<file path="config.mk">
export PLATFORM = sky130hd
export DESIGN_NAME = title_pixel_fetch
export DESIGN_NICKNAME = d
export VERILOG_FILES = /design/src/rtl/title_pixel_fetch.sv
export SDC_FILE = /design/constraint.sdc
export NUM_CORES = 1
export LEC_CHECK = 0
export ABC_AREA = 1
export CAP_MARGIN = 20
export CORE_MARGIN = 2
export CORE_UTILIZATION = 60
export CTS_CLUSTER_SIZE = 40
export DETAILED_ROUTE_END_ITERATION = 10
export GPL_TIMING_DRIVEN = 1
export HOLD_SLACK_MARGIN = 0.12
export PLACE_DENSITY = 0.83
export SLEW_MARGIN = 0
export SYNTH_ARGS = -nofsm -noshare
export SYNTH_HDL_FRONTEND = slang
export SYNTH_SLANG_ARGS = --single-unit
</file>
<file path="constraint.sdc">
create_clock -name Clk -period 17.22 [get_ports Clk]
set_input_delay 2.583 -clock Clk [delete_from_list [all_inputs] [get_ports Clk]]
set_output_delay 2.583 -clock Clk [all_outputs]
set_load 0.01 [all_outputs]
</file>
<file path="src/rtl/title_pixel_fetch.sv">
// Title-screen pixel fetch: sprite ROM address stage, latency-matched valid chain,
// 16-entry palette and fade-in level scaling. Fade FSM is built only with TITLE_FADE_EN.
module title_pixel_fetch (
  input  logic        Clk,
  input  logic        Reset,
  input  logic [16:0] title_address,
  input  logic        is_title,
  input  logic        frame_start,
  input  logic        fade_restart,
  output logic [16:0] rom_addr,
  output logic        rom_rd,
  input  logic [3:0]  rom_data,
  input  logic        pal_we,
  input  logic [3:0]  pal_idx,
  input  logic [23:0] pal_rgb,
  output logic [7:0]  Red,
  output logic [7:0]  Green,
  output logic [7:0]  Blue,
  output logic        pix_valid,
  output logic [1:0]  fade_state,
  output logic [4:0]  fade_level
);

  // Streaming pipeline with no backpressure: one pixel accepted and one produced
  // every cycle; rom_rd acts as the valid qualifier for the ROM request.
  logic [1:0]  vld_sr;
  logic [23:0] pal [16];
  logic [4:0]  level;
  logic        opaque;
  logic [23:0] lut_rgb;

  function automatic logic [7:0] scale(input logic [7:0] c, input logic [4:0] lv);
    logic [11:0] p;
    p = 12'(c) * 12'(lv);
    return p[11:4];
  endfunction

  always_ff @(posedge Clk or posedge Reset) begin
    if (Reset) begin
      rom_addr <= '0;
      rom_rd   <= 1'b0;
    end else begin
      rom_rd   <= is_title;
      rom_addr <= is_title ? title_address : 17'd0;
    end
  end

  // rom_rd plus these two bits form the 3-deep chain; vld_sr[1] lines up with rom_data.
  always_ff @(posedge Clk or posedge Reset) begin
    if (Reset) vld_sr <= '0;
    else       vld_sr <= {vld_sr[0], rom_rd};
  end

  always_ff @(posedge Clk or posedge Reset) begin
    if (Reset) begin
      for (int i = 0; i < 16; i++) pal[i] <= '0;
    end else if (pal_we) begin
      pal[pal_idx] <= pal_rgb;
    end
  end

  assign opaque  = vld_sr[1] && (rom_data != 4'd0);
  assign lut_rgb = pal[rom_data];

  // The lookup reads the pre-edge palette, so a same-cycle write is seen one cycle later.
  always_ff @(posedge Clk or posedge Reset) begin
    if (Reset) begin
      Red       <= '0;
      Green     <= '0;
      Blue      <= '0;
      pix_valid <= 1'b0;
    end else if (opaque) begin
      Red       <= scale(lut_rgb[23:16], level);
      Green     <= scale(lut_rgb[15:8], level);
      Blue      <= scale(lut_rgb[7:0], level);
      pix_valid <= 1'b1;
    end else begin
      Red       <= '0;
      Green     <= '0;
      Blue      <= '0;
      pix_valid <= 1'b0;
    end
  end

`ifdef TITLE_FADE_EN
  localparam logic [1:0] ST_IDLE = 2'd0;
  localparam logic [1:0] ST_FADE = 2'd1;
  localparam logic [1:0] ST_HOLD = 2'd2;

  logic [1:0] state;
  logic [1:0] frame_cnt;

  // The entering frame_start already counts, so level steps on every 4th frame_start.
  always_ff @(posedge Clk or posedge Reset) begin
    if (Reset) begin
      state     <= ST_IDLE;
      frame_cnt <= '0;
      level     <= '0;
    end else if (fade_restart) begin
      state     <= ST_FADE;
      frame_cnt <= '0;
      level     <= '0;
    end else if (frame_start) begin
      case (state)
        ST_IDLE: begin
          state     <= ST_FADE;
          frame_cnt <= frame_cnt + 2'd1;
        end
        ST_FADE: begin
          frame_cnt <= frame_cnt + 2'd1;
          if (frame_cnt == 2'd3) begin
            level <= level + 5'd1;
            if (level == 5'd15) state <= ST_HOLD;
          end
        end
        ST_HOLD: state <= ST_HOLD;
        default: state <= ST_IDLE;
      endcase
    end
  end

  assign fade_state = state;
`else
  logic unused_fade_inputs;

  assign unused_fade_inputs = frame_start ^ fade_restart;
  assign level              = 5'd16;
  // Without the fade feature the block reports itself permanently in HOLD.
  assign fade_state         = 2'd2;
`endif

  assign fade_level = level;

endmodule

</file>
==> impl_results.md, run 1 <==
* Overall Power at roughly 2.6 mW
* Register bit total from synthesis at between 400 and 500
* Most used cell, CP: buf_4
* Crit path DAT at 5.52 ns
* Initial antenna violation count at 1
* Syn Area/Cell at around 8 um2
* Pin count of the biggest net entering global routing at 190
* Worst skew pair latency at 0.54 ns
* Hold Buf Count CTS at 0
* Initial DRC Count at approximately 2000
* Max clock buf depth at 3
* Post-synthesis sequential area ratio at between 50% and 60%
* Die H at around 180 um
* Synth cell types at 20
* YS warnings at 0
* Slew Limit Fails at 0
* Reg power frac at around half
* Sw Share at approximately 28%
* Die W at approximately 180 um
* Layout cells sized above 1 at under 10%
* CTS Sinks at roughly 430
* Grt total ovfl at 0
* Clock power frac at about 34%
* Area of the multi-input gates at between 7000 and 8000 um2
* Core Rows at 66
* Instance count on the critical path at 8
* Final wirelength at 51.8 mm
* Clock Tree Root: clkbuf_16
* Asr flop ratio synth at between 90% and 100%
* Period utilization at between 20 and 30%
* Worst Setup End Kind: flop
* Top post-synthesis cells by area: dfrtp_1 (55%), nand2_1 (16%), o21ai_0 (6.6%)
* WHS Path Cells at 0
* Crit Path Max Fanout at 33
* PortBufs at 95
* Critical path, cell by cell: clkdlybuf4s50_1, buf_4, inv_1, buf_4, nand3_1, and2_1, inv_2, a21oi_1
* Critical path's largest stage delay at slightly above 0.9 ns
* Worst path bufs/invs at 5
* Post-CTS sizing at 0
* DRC violations left at 0
* Syn Inst Count at between 2000 and 2500
* Top Family by Delay on Critical Path: buffers and inverters
* Max Clk Rate at between 150 and 200 MHz
* Leakage power at approximately 11 nW
* Pre-antenna DRT Iters at 6
* Maximum vdd ir drop at about 0.067 mV
* Post-synth EDFFs at 0
* Vias at 16700
* Worst Setup Start Kind: input port
* Max-cap violation count at 0
* Die area at around 34000 um2
* Worst min path class: flop to flop
* Global-route wire length before repair at 83.0 mm
* Clock skew at 0.0160 ns
* Most frequent cell after synthesis: nand2_1
* Area share of the largest cell type after synthesis at a little under three fifths
* Least-Margin Pin Slew at approximately 1.2 ns
* Syn-to-layout area delta at 12.1%
* Minimum clock period after layout at 5.09 ns
* Pwr/cell area at 121 nW/um2
* Via density at between 5 and 6
* Antenna-violating nets left at 0
* Cell depth of the worst flop-to-flop path at 3
* H-Tree Depth at 2
* Outcome: complete, no violations
* Register area at 10700 um2
* Vias in the first global route at about 16000
* Net Switching at about 750 uW
* Number of CTS-inserted buffers at between 40 and 50
* GPL Wtd Cong at a little over 0.8
* CTS tree: yes
* Initial core utilization at about 60%
* Gate power share at around 17%
* Most common library cells after synthesis: nand2_1 (830), dfrtp_1 (429), inv_1 (260)
* Post CTS Setup Buffer Count at 0
* DPL Wire Length at ~30 mm
* I/O pin total at between 100 and 150
* DR WL/cell at 17.6 um
* Int Power at around 1.9 mW
* Reg clk slew, reported paths at ~0.060 ns
* Cell taking the most area after synthesis: dfrtp_1
* GRT Total Usage at between 30% and 40%
* Slew margin rel. at between 20% and 30%
* Fin Setup TNS at 0 ns
* Ys flop type: dfrtp_1
* Nets@finish at around 2500
* # setup viols final at 0
* Cell Area, Synth at just under 20000 um2
* Final-report hold violation count at 0
* Core area at ~32000 um2
* Fillcell total at roughly 2500
* Required @ worst endpoint at 17.65 ns
* Critical path's slowest cell: and2_1
* RSZ-0062 raised after global routing: no
* Post-Route Utilization at roughly 68%
* Kind of critical path: input port to flop
## area by class of cell
class / instances / share of cell area [%]
diodes: 1 / 0.0114
clock buffers: 62 / 5.72
clock inverters: 9 / 0.338
inverters: 265 / 4.59
multi-input cells: 1604 / 32.0
flip-flops and latches: 429 / 49.1
well taps: 442 / 2.53
repair buffers: 126 / 5.69
## registers in the layout (all words and copies together) (netlist names)
| signal | cells |
|---|---|
| Blue | 8 |
| Red | 8 |
| pal | 384 |
| vld_sr | 2 |
| rom_addr | 17 |
| pix_valid | 1 |
| Green | 8 |
| rom_rd | 1 |
## per-stage QoR
step	setup slack [ns]	hold slack, ns	cells	instance area [um2]
5_1_grt	12.01	0.362	2938	21900
3_5_place_dp	11.69	0.336	2864	20500
3_3_place_gp	11.71	0.335	2862	20500
6_report	12.13	0.348	2938	21900
4_1_cts	12.22	0.349	2935	21800
2_1_floorplan	2.69	0.331	2463	19500
## worst reg2reg max path: stages (launching register included)
cell and delay (ns):
dfrtp_1 0.34, and2_1 0.91, inv_2 0.38, a21oi_1 0.36
## power groups by stage
stage / Sequential, mW / Combinational (mW) / Clock, mW
6_report: 1.31 / 0.450 / 0.892
5_1_grt: 1.33 / 0.519 / 0.945
4_1_cts: 1.30 / 0.448 / 0.898
3_5_place_dp: 1.32 / 0.440 / 0
3_3_place_gp: 1.31 / 0.416 / 0
2_1_floorplan: 1.30 / 0.323 / 0
## cell usage in the layout (no fill, tap or decap), types with 2 or more instances in the layout
master           netlist  layout
nand2_1              830     830
dfrtp_1              429     429
inv_1                260     259
o21ai_0              256     256
nand3_1              253     248
clkdlybuf4s50_1        0      92
o21ai_1               84      84
nor2_1                80      76
a21oi_1               72      72
clkbuf_16              0      45
buf_4                 33      26
or2_2                 12      12
clkbuf_1              43      11
conb_1                 2       7
clkinv_2               0       7
nand3_2                1       6
nor2_4                 0       6
clkbuf_8               0       6
inv_2                  5       4
buf_12                 0       4
nor2_2                 5       3
nor3_4                 0       3
buf_2                 76       2
## path summary, 6_finish.rpt
kind                       slack [ns]   startpoint   endpoint
max                             12.13  rom_data[3]    Blue[3]
min                              0.35    vld_sr[0]  vld_sr[1]
max reg2reg                     15.14    vld_sr[1]    Blue[3]
min reg2reg                      0.35    vld_sr[0]  vld_sr[1]
max in group asynchronous       12.39        Reset   pal[223]
min in group asynchronous        2.54        Reset   pal[167]
## per-layer routing
metal	up-vias	track usage, %	routed length [um]
met5	-	0	0
li1	7696	-	-
met3	155	5.28	4770
met2	856	50.7	24900
met1	7985	41.3	20300
met4	0	14.5	1830
## cell families after synthesis
kind of cell           Yosys count  share of synthesized area (%)
AND/OR/NAND/NOR               1185                           24.8
buffers and inverters          430                           9.62
flip-flops                     429                           55.0
AO/OA/AOI/OAI                  412                           10.6
other                            2                         0.0385
Note: power is estimated with default switching activity, not from simulation.
==> run 2: changes to the inputs <==
CORE_UTILIZATION = 54   (was 60)
PLACE_DENSITY = 0.79   (was 0.83)
clock period = 4.6 ns   (was 17.22 ns; I/O delays follow)
==> run 2 against run 1 <==
Utilization shrank 5.6 points. Total power grew to 3.8 times the previous value. Critical path type unchanged. Critical endpoint is now pal[158]. Clock-buffer cell count grew 6. Critical path depth is the same. Sequential share of layout area shrank 0.54 points. Combinational power grew to 3.8 times the previous value. Largest power group unchanged. Die area grew 11%. Flip-flop and latch count is the same.
==> impl_results.md, run 2 (same netlist as run 1, synthesis figures left out) <==
* Period utilization at between 50 and 60%
* Post CTS Setup Buffer Count at 0 (unchanged)
* Final-report hold violation count at 0 (unchanged)
* Minimum clock period after layout at about 2.7 ns
* Final wirelength at 52.9 mm (was 51.8 mm)
* Vias in the first global route at 16300 (was 16200)
* Die H at 194 um (was 184 um)
* Most common cell after layout, fill and taps aside: nand2_1 (unchanged)
* Least-Margin Pin Slew at 0.989 ns (was 1.17 ns)
* Slew margin rel. at 33.9% (was 21.9%)
* Core area at 35600 um2 (was 32300 um2)
* Core Rows at 69 (was 66)
* GPL Wtd Cong at 0.794 (was 0.821)
* DRC violations left at 0 (unchanged)
* Leakage power at 10.8 nW (was 10.7 nW)
* CTS tree: yes (unchanged)
* Worst min path class: flop to flop (unchanged)
* Overall Power at 10.2 mW (was 2.65 mW)
* # setup viols final at 0 (unchanged)
* Required @ worst endpoint at 5.07 ns (was 17.65 ns)
* Clock Tree Root: clkbuf_16 (unchanged)
* I/O pin total at 105 (unchanged)
* Antenna-violating nets left at 0 (unchanged)
* Worst skew pair latency at 0.56 ns (was 0.54 ns)
* Crit path DAT at 3.12 ns (was 5.52 ns)
* Initial core utilization at 54.9% (was 60.4%)
* Max Clk Rate at between 300 and 400 MHz
* Largest registers: pal (384), rom_addr (17) (unchanged)
* Slew Limit Fails at 0 (unchanged)
* Pin count of the biggest net entering global routing at 116 (was 190)
* DPL Wire Length at 29.8 mm (was 29.1 mm)
* Reg clk slew, reported paths at 0.06 ns (about the same)
* Die area at 37700 um2 (was 34000 um2)
* CTS Sinks at 429 (unchanged)
* Worst Setup End Kind: flop (unchanged)
* Diodes inserted at 0 (was 1)
* DR WL/cell at 17.8 um (was 17.6 um)
* Initial DRC Count at 1922 (was 1994)
* Worst path bufs/invs at 3 (was 5)
* Clock skew at 0.0219 ns (was 0.0160 ns)
* Critical path's slowest cell: nor2_4 (was and2_1)
* Max-cap violation count at 0 (unchanged)
* Critical path's largest stage delay at 0.78 ns (was 0.91 ns)
* PortBufs at 95 (unchanged)
* Nets@finish at 2531 (was 2524)
* Pre-CTS WS at 1.42 ns (was 11.69 ns)
* Outcome: complete, no violations (unchanged)
* Vias at 16700 (about the same)
* Post-CTS sizing at 0 (unchanged)
* Pre-antenna DRT Iters at 6 (unchanged)
* Initial antenna violation count at 0 (was 1)
* Number of flip-flops in the largest register at 384 (unchanged)
* GRT Total Usage at 28.5% (was 31.2%)
* Layout cells sized above 1 at 5.98% (was 5.21%)
* Post-route setup slack at 1.95 ns (was 12.13 ns)
* Hold Buf Count CTS at 0 (unchanged)
* Maximum vdd ir drop at 0.336 mV (was 0.0674 mV)
* Via density at 5.63 (was 5.68)
* Pwr/cell area at 460 nW/um2 (was 121 nW/um2)
* Top Family by Delay on Critical Path: buffers and inverters (unchanged)
* Fillcell total at 2937 (was 2499)
* Most frequent cells in the layout: nand2_1 (830), dfrtp_1 (429), inv_1 (259) (unchanged)
* Number of CTS-inserted buffers at 44 (was 43)
* Syn-to-layout area delta at 13.3% (was 12.1%)
* Max clock buf depth at 3 (unchanged)
* Critical path, cell by cell: clkdlybuf4s50_1, inv_2, nor2_2, nand2_1, nor2_4, buf_4, nor2_1, a21oi_1 (was clkdlybuf4s50_1, buf_4, inv_1, buf_4, nand3_1, and2_1, inv_2, a21oi_1)
* H-Tree Depth at 2 (unchanged)
* Grt total ovfl at 0 (unchanged)
* Kind of critical path: input port to flop (unchanged)
* Post-Route Utilization at 62.2% (was 67.7%)
* Die W at 194 um (was 184 um)
* Worst Setup Start Kind: input port (unchanged)
* Global-route wire length before repair at 86.1 mm (was 83.0 mm)
* Register bank with the most flops: pal (unchanged)
* Crit Path Max Fanout at 32 (was 33)
* RSZ-0062 raised after global routing: no (unchanged)
==> run 2: worst paths after layout <==
| kind | startpoint | endpoint | slack, ns | depth (start not counted) |
|---|---|---|---|---|
| max in group asynchronous | Reset | Green[0] | 2.95 | 3 |
| max | pal_idx[0] | pal[158] | 1.95 | 8 |
| min | vld_sr[0] | vld_sr[1] | 0.35 | 0 |
| min reg2reg | vld_sr[0] | vld_sr[1] | 0.35 | 0 |
| max reg2reg | pal[209] | Red[1] | 3.28 | 6 |
| min in group asynchronous | Reset | pal[148] | 0.59 | 2 |
==> run 2: layer usage <==
metal / vias up / global-route usage (%) / wire, um
li1: 7720 / - / -
met1: 8111 / 39.3 / 21700
met2: 796 / 46.3 / 25100
met3: 105 / 4.45 / 4770
met4: 0 / 9.57 / 1370
met5: - / 0 / 0
==> run 2: cell type report <==
cell class                      instances  area, um2  area share, %
Tap cell                              461        577           2.61
Clock buffer                           68       1390           6.30
Inverter                              265       1000           4.53
Clock inverter                         11       87.6          0.396
Sequential cell                       429      10700           48.5
Multi-Input combinational cell       1604       7010           31.7
Timing Repair Buffer                  132       1320           5.95
==> run 2: stage by stage <==
stage	setup TNS [ns]	cell area, um2	hold slack (ns)	instances
floorplan	-807.12	19500	0.331	2463
global placement	0	20600	0.335	2890
detailed placement	0	20600	0.339	2890
CTS	0	22100	0.352	2969
global route	0	22100	0.358	2970
finish	0	22100	0.350	2970
==> run 2: where the power goes <==
| group | total [mW] | switching, mW | internal, mW |
|---|---|---|---|
| registers | 4.88 | 0.335 | 4.55 |
| clock network | 3.59 | 1.46 | 2.13 |
| logic | 1.69 | 1.05 | 0.642 |
==> run 2: worst reg2reg max path, cell delays in order (launching register included) <==
cell,delay [ns]
dfrtp_1,0.32
inv_1,0.05
nand2_1,0.06
nand3_1,0.08
nand3_1,0.20
nand3_1,0.09
a21oi_1,0.39
==> run 3: changes to the inputs <==
clock period = 2.4 ns   (was 4.6 ns; I/O delays follow)
==> run 3 against run 2 <==
Cell area is 2.7% higher. Hold slack worse by 0.17 ns. First-iteration DRC count is 4.8% lower. Non-clock buffer count is 39 higher. Via count is 0.32% lower. Clock power is 93% higher. Setup slack worse by 1.4 ns. Utilization is 1.7 points higher. Register-to-register slack worse by 2.1 ns. Critical path type is now flop to output pin.
==> impl_results.md, run 3 (same netlist as run 1, synthesis figures left out) <==
* Post-route setup slack at 0.537 ns (was 1.95 ns)
* Most common cell after layout, fill and taps aside: nand2_1 (unchanged)
* Vias in the first global route at 16200 (was 16300)
* Top Family by Delay on Critical Path: buffers and inverters (unchanged)
* Critical path, cell by cell: clkdlybuf4s50_1 (was clkdlybuf4s50_1, inv_2, nor2_2, nand2_1, nor2_4, buf_4, nor2_1, a21oi_1)
* Crit Path Max Fanout at 1 (was 32)
* Met3 wire len at 4.91 mm (was 4.77 mm)
* Max clock buf depth at 3 (unchanged)
* Leakage power at 11.1 nW (was 10.8 nW)
* CTS Sinks at 429 (unchanged)
* Register bank with the most flops: pal (unchanged)
* Clock Tree Root: clkbuf_16 (unchanged)
* Post-CTS sizing at 0 (unchanged)
* Placed Area at 21200 um2 (was 20600 um2)
* Post CTS Setup Buffer Count at 0 (unchanged)
* Core area at 35600 um2 (unchanged)
* Die H at 194 um (unchanged)
* Crit path DAT at 1.50 ns (was 3.12 ns)
* Initial core utilization at 54.9% (unchanged)
* Most frequent cells in the layout: nand2_1 (830), dfrtp_1 (429), inv_1 (259) (unchanged)
* Final-report hold violation count at 0 (unchanged)
* Antenna-violating nets left at 0 (unchanged)
* Syn-to-layout area delta at 16.4% (was 13.3%)
* Cell depth of the worst flop-to-flop path at 5 (was 6)
* RSZ-0062 raised after global routing: no (unchanged)
* Fin Setup TNS at 0 ns (unchanged)
* Hold slack at 0.179 ns (was 0.350 ns)
* Core Rows at 69 (unchanged)
* PortBufs at 95 (unchanged)
* GPL Wtd Cong at 0.831 (was 0.794)
* Number of flip-flops in the largest register at 384 (unchanged)
* Least-Margin Pin Slew at 0.648 ns (was 0.989 ns)
* CTS tree: yes (unchanged)
* Worst path bufs/invs at 1 (was 3)
* Critical path's slowest cell: clkdlybuf4s50_1 (was nor2_4)
* Outcome: complete, no violations (unchanged)
* Diodes inserted at 0 (unchanged)
* Length of routed met2 wiring at 24.6 mm (was 25.1 mm)
* Fin area at 22700 um2 (was 22100 um2)
* Worst skew pair latency at 0.55 ns (was 0.56 ns)
* Slew Limit Fails at 0 (unchanged)
* Post-Route Utilization at 63.9% (was 62.2%)
* Clock skew at 0.0117 ns (was 0.0219 ns)
* Dpl cells at 2930 (was 2890)
* Top Layer Used: met4 (unchanged)
* Grt total ovfl at 0 (unchanged)
* Die W at 194 um (unchanged)
* Overall Power at 19.6 mW (was 10.2 mW)
* Critical path's largest stage delay at 0.56 ns (was 0.78 ns)
* Layout cells sized above 1 at 7.38% (was 5.98%)
* Worst Setup End Kind: output pin (was flop)
* Pwr/cell area at 864 nW/um2 (was 460 nW/um2)
* Max-cap violation count at 0 (unchanged)
* # setup viols final at 0 (unchanged)
* Maximum vdd ir drop at 0.650 mV (was 0.336 mV)
* DR WL/cell at 17.5 um (was 17.8 um)
* Vias at 16700 (about the same)
* Nets@finish at 2570 (was 2531)
* Global-route wire length before repair at 85.7 mm (was 86.1 mm)
* Final wirelength at 52.7 mm (was 52.9 mm)
* I/O pin total at 105 (unchanged)
* Period utilization at 77.6%
* Final Non-Filler Cells at 3010 (was 2970)
* Die area at 37700 um2 (unchanged)
* H-Tree Depth at 2 (unchanged)
* Hold Buf Count CTS at 0 (unchanged)
* Worst Setup Start Kind: flop (was input port)
* Initial DRC Count at 1829 (was 1922)
* DRC violations left at 0 (unchanged)
* Number of CTS-inserted buffers at 44 (unchanged)
* Instance count on the critical path at 1 (was 8)
* Required @ worst endpoint at 2.04 ns (was 5.07 ns)
* Reg clk slew, reported paths at 0.06 ns (about the same)
* Max Clk Rate at between 500 and 600 MHz
* Pre-antenna DRT Iters at 5 (was 6)
* Largest registers: pal (384), rom_addr (17) (unchanged)
* Via density at 5.54 (was 5.63)
* GRT Total Usage at 28.2% (was 28.5%)
* Pin count of the biggest net entering global routing at 125 (was 116)
* Slew margin rel. at 56.8% (was 33.9%)
* Wire length on met1 at 21.6 mm (was 21.7 mm)
* Worst min path class: input port to async pin (was flop to flop)
* Kind of critical path: flop to output pin (was input port to flop)
* Initial antenna violation count at 0 (unchanged)
* Minimum clock period after layout at roughly 1.9 ns
* DPL Wire Length at 32.1 mm (was 29.8 mm)
* Pre-CTS WS at 0.208 ns (was 1.42 ns)
## run 3: changes by cell type in the layout (fill, tap and decap cells not counted), sizes merged
cell      before  now
bufinv         1    3
clkinvlp       1    2
clkbuf        68   63
clkinv         8   11
buf           40   79
## run 3: worst paths after layout
kind                                   from  slack, ns          end
min in group Clk           title_address[6]       0.33  rom_addr[6]
max in group asynchronous             Reset       1.42     pal[200]
min reg2reg                          rom_rd       0.38    vld_sr[0]
max reg2reg                         pal[81]       1.18     Green[1]
min                                   Reset       0.18     pal[172]
max                                 Blue[1]       0.54      Blue[1]
## run 3: layout make-up
class                   instances  area [um2]
fillers                      2858       12800
repair buffers                171        1930
well taps                     461         577
clock inverters                17         170
multi-input cells            1604        7010
flip-flops and latches        429       10700
clock buffers                  63        1300
inverters                     265        1000
## run 3: routing by layer
metal	vias up	track usage, %
li1	7796	-
met1	7949	39.3
met2	819	44.8
met3	114	4.54
met4	0	10.6
met5	-	0
## run 3: power by group
part	switching (mW)	leakage [nW]	internal [mW]	total [mW]
Sequential	0.643	5.28	8.72	9.36
Clock	2.82	0.737	4.10	6.92
Combinational	2.04	5.11	1.31	3.35
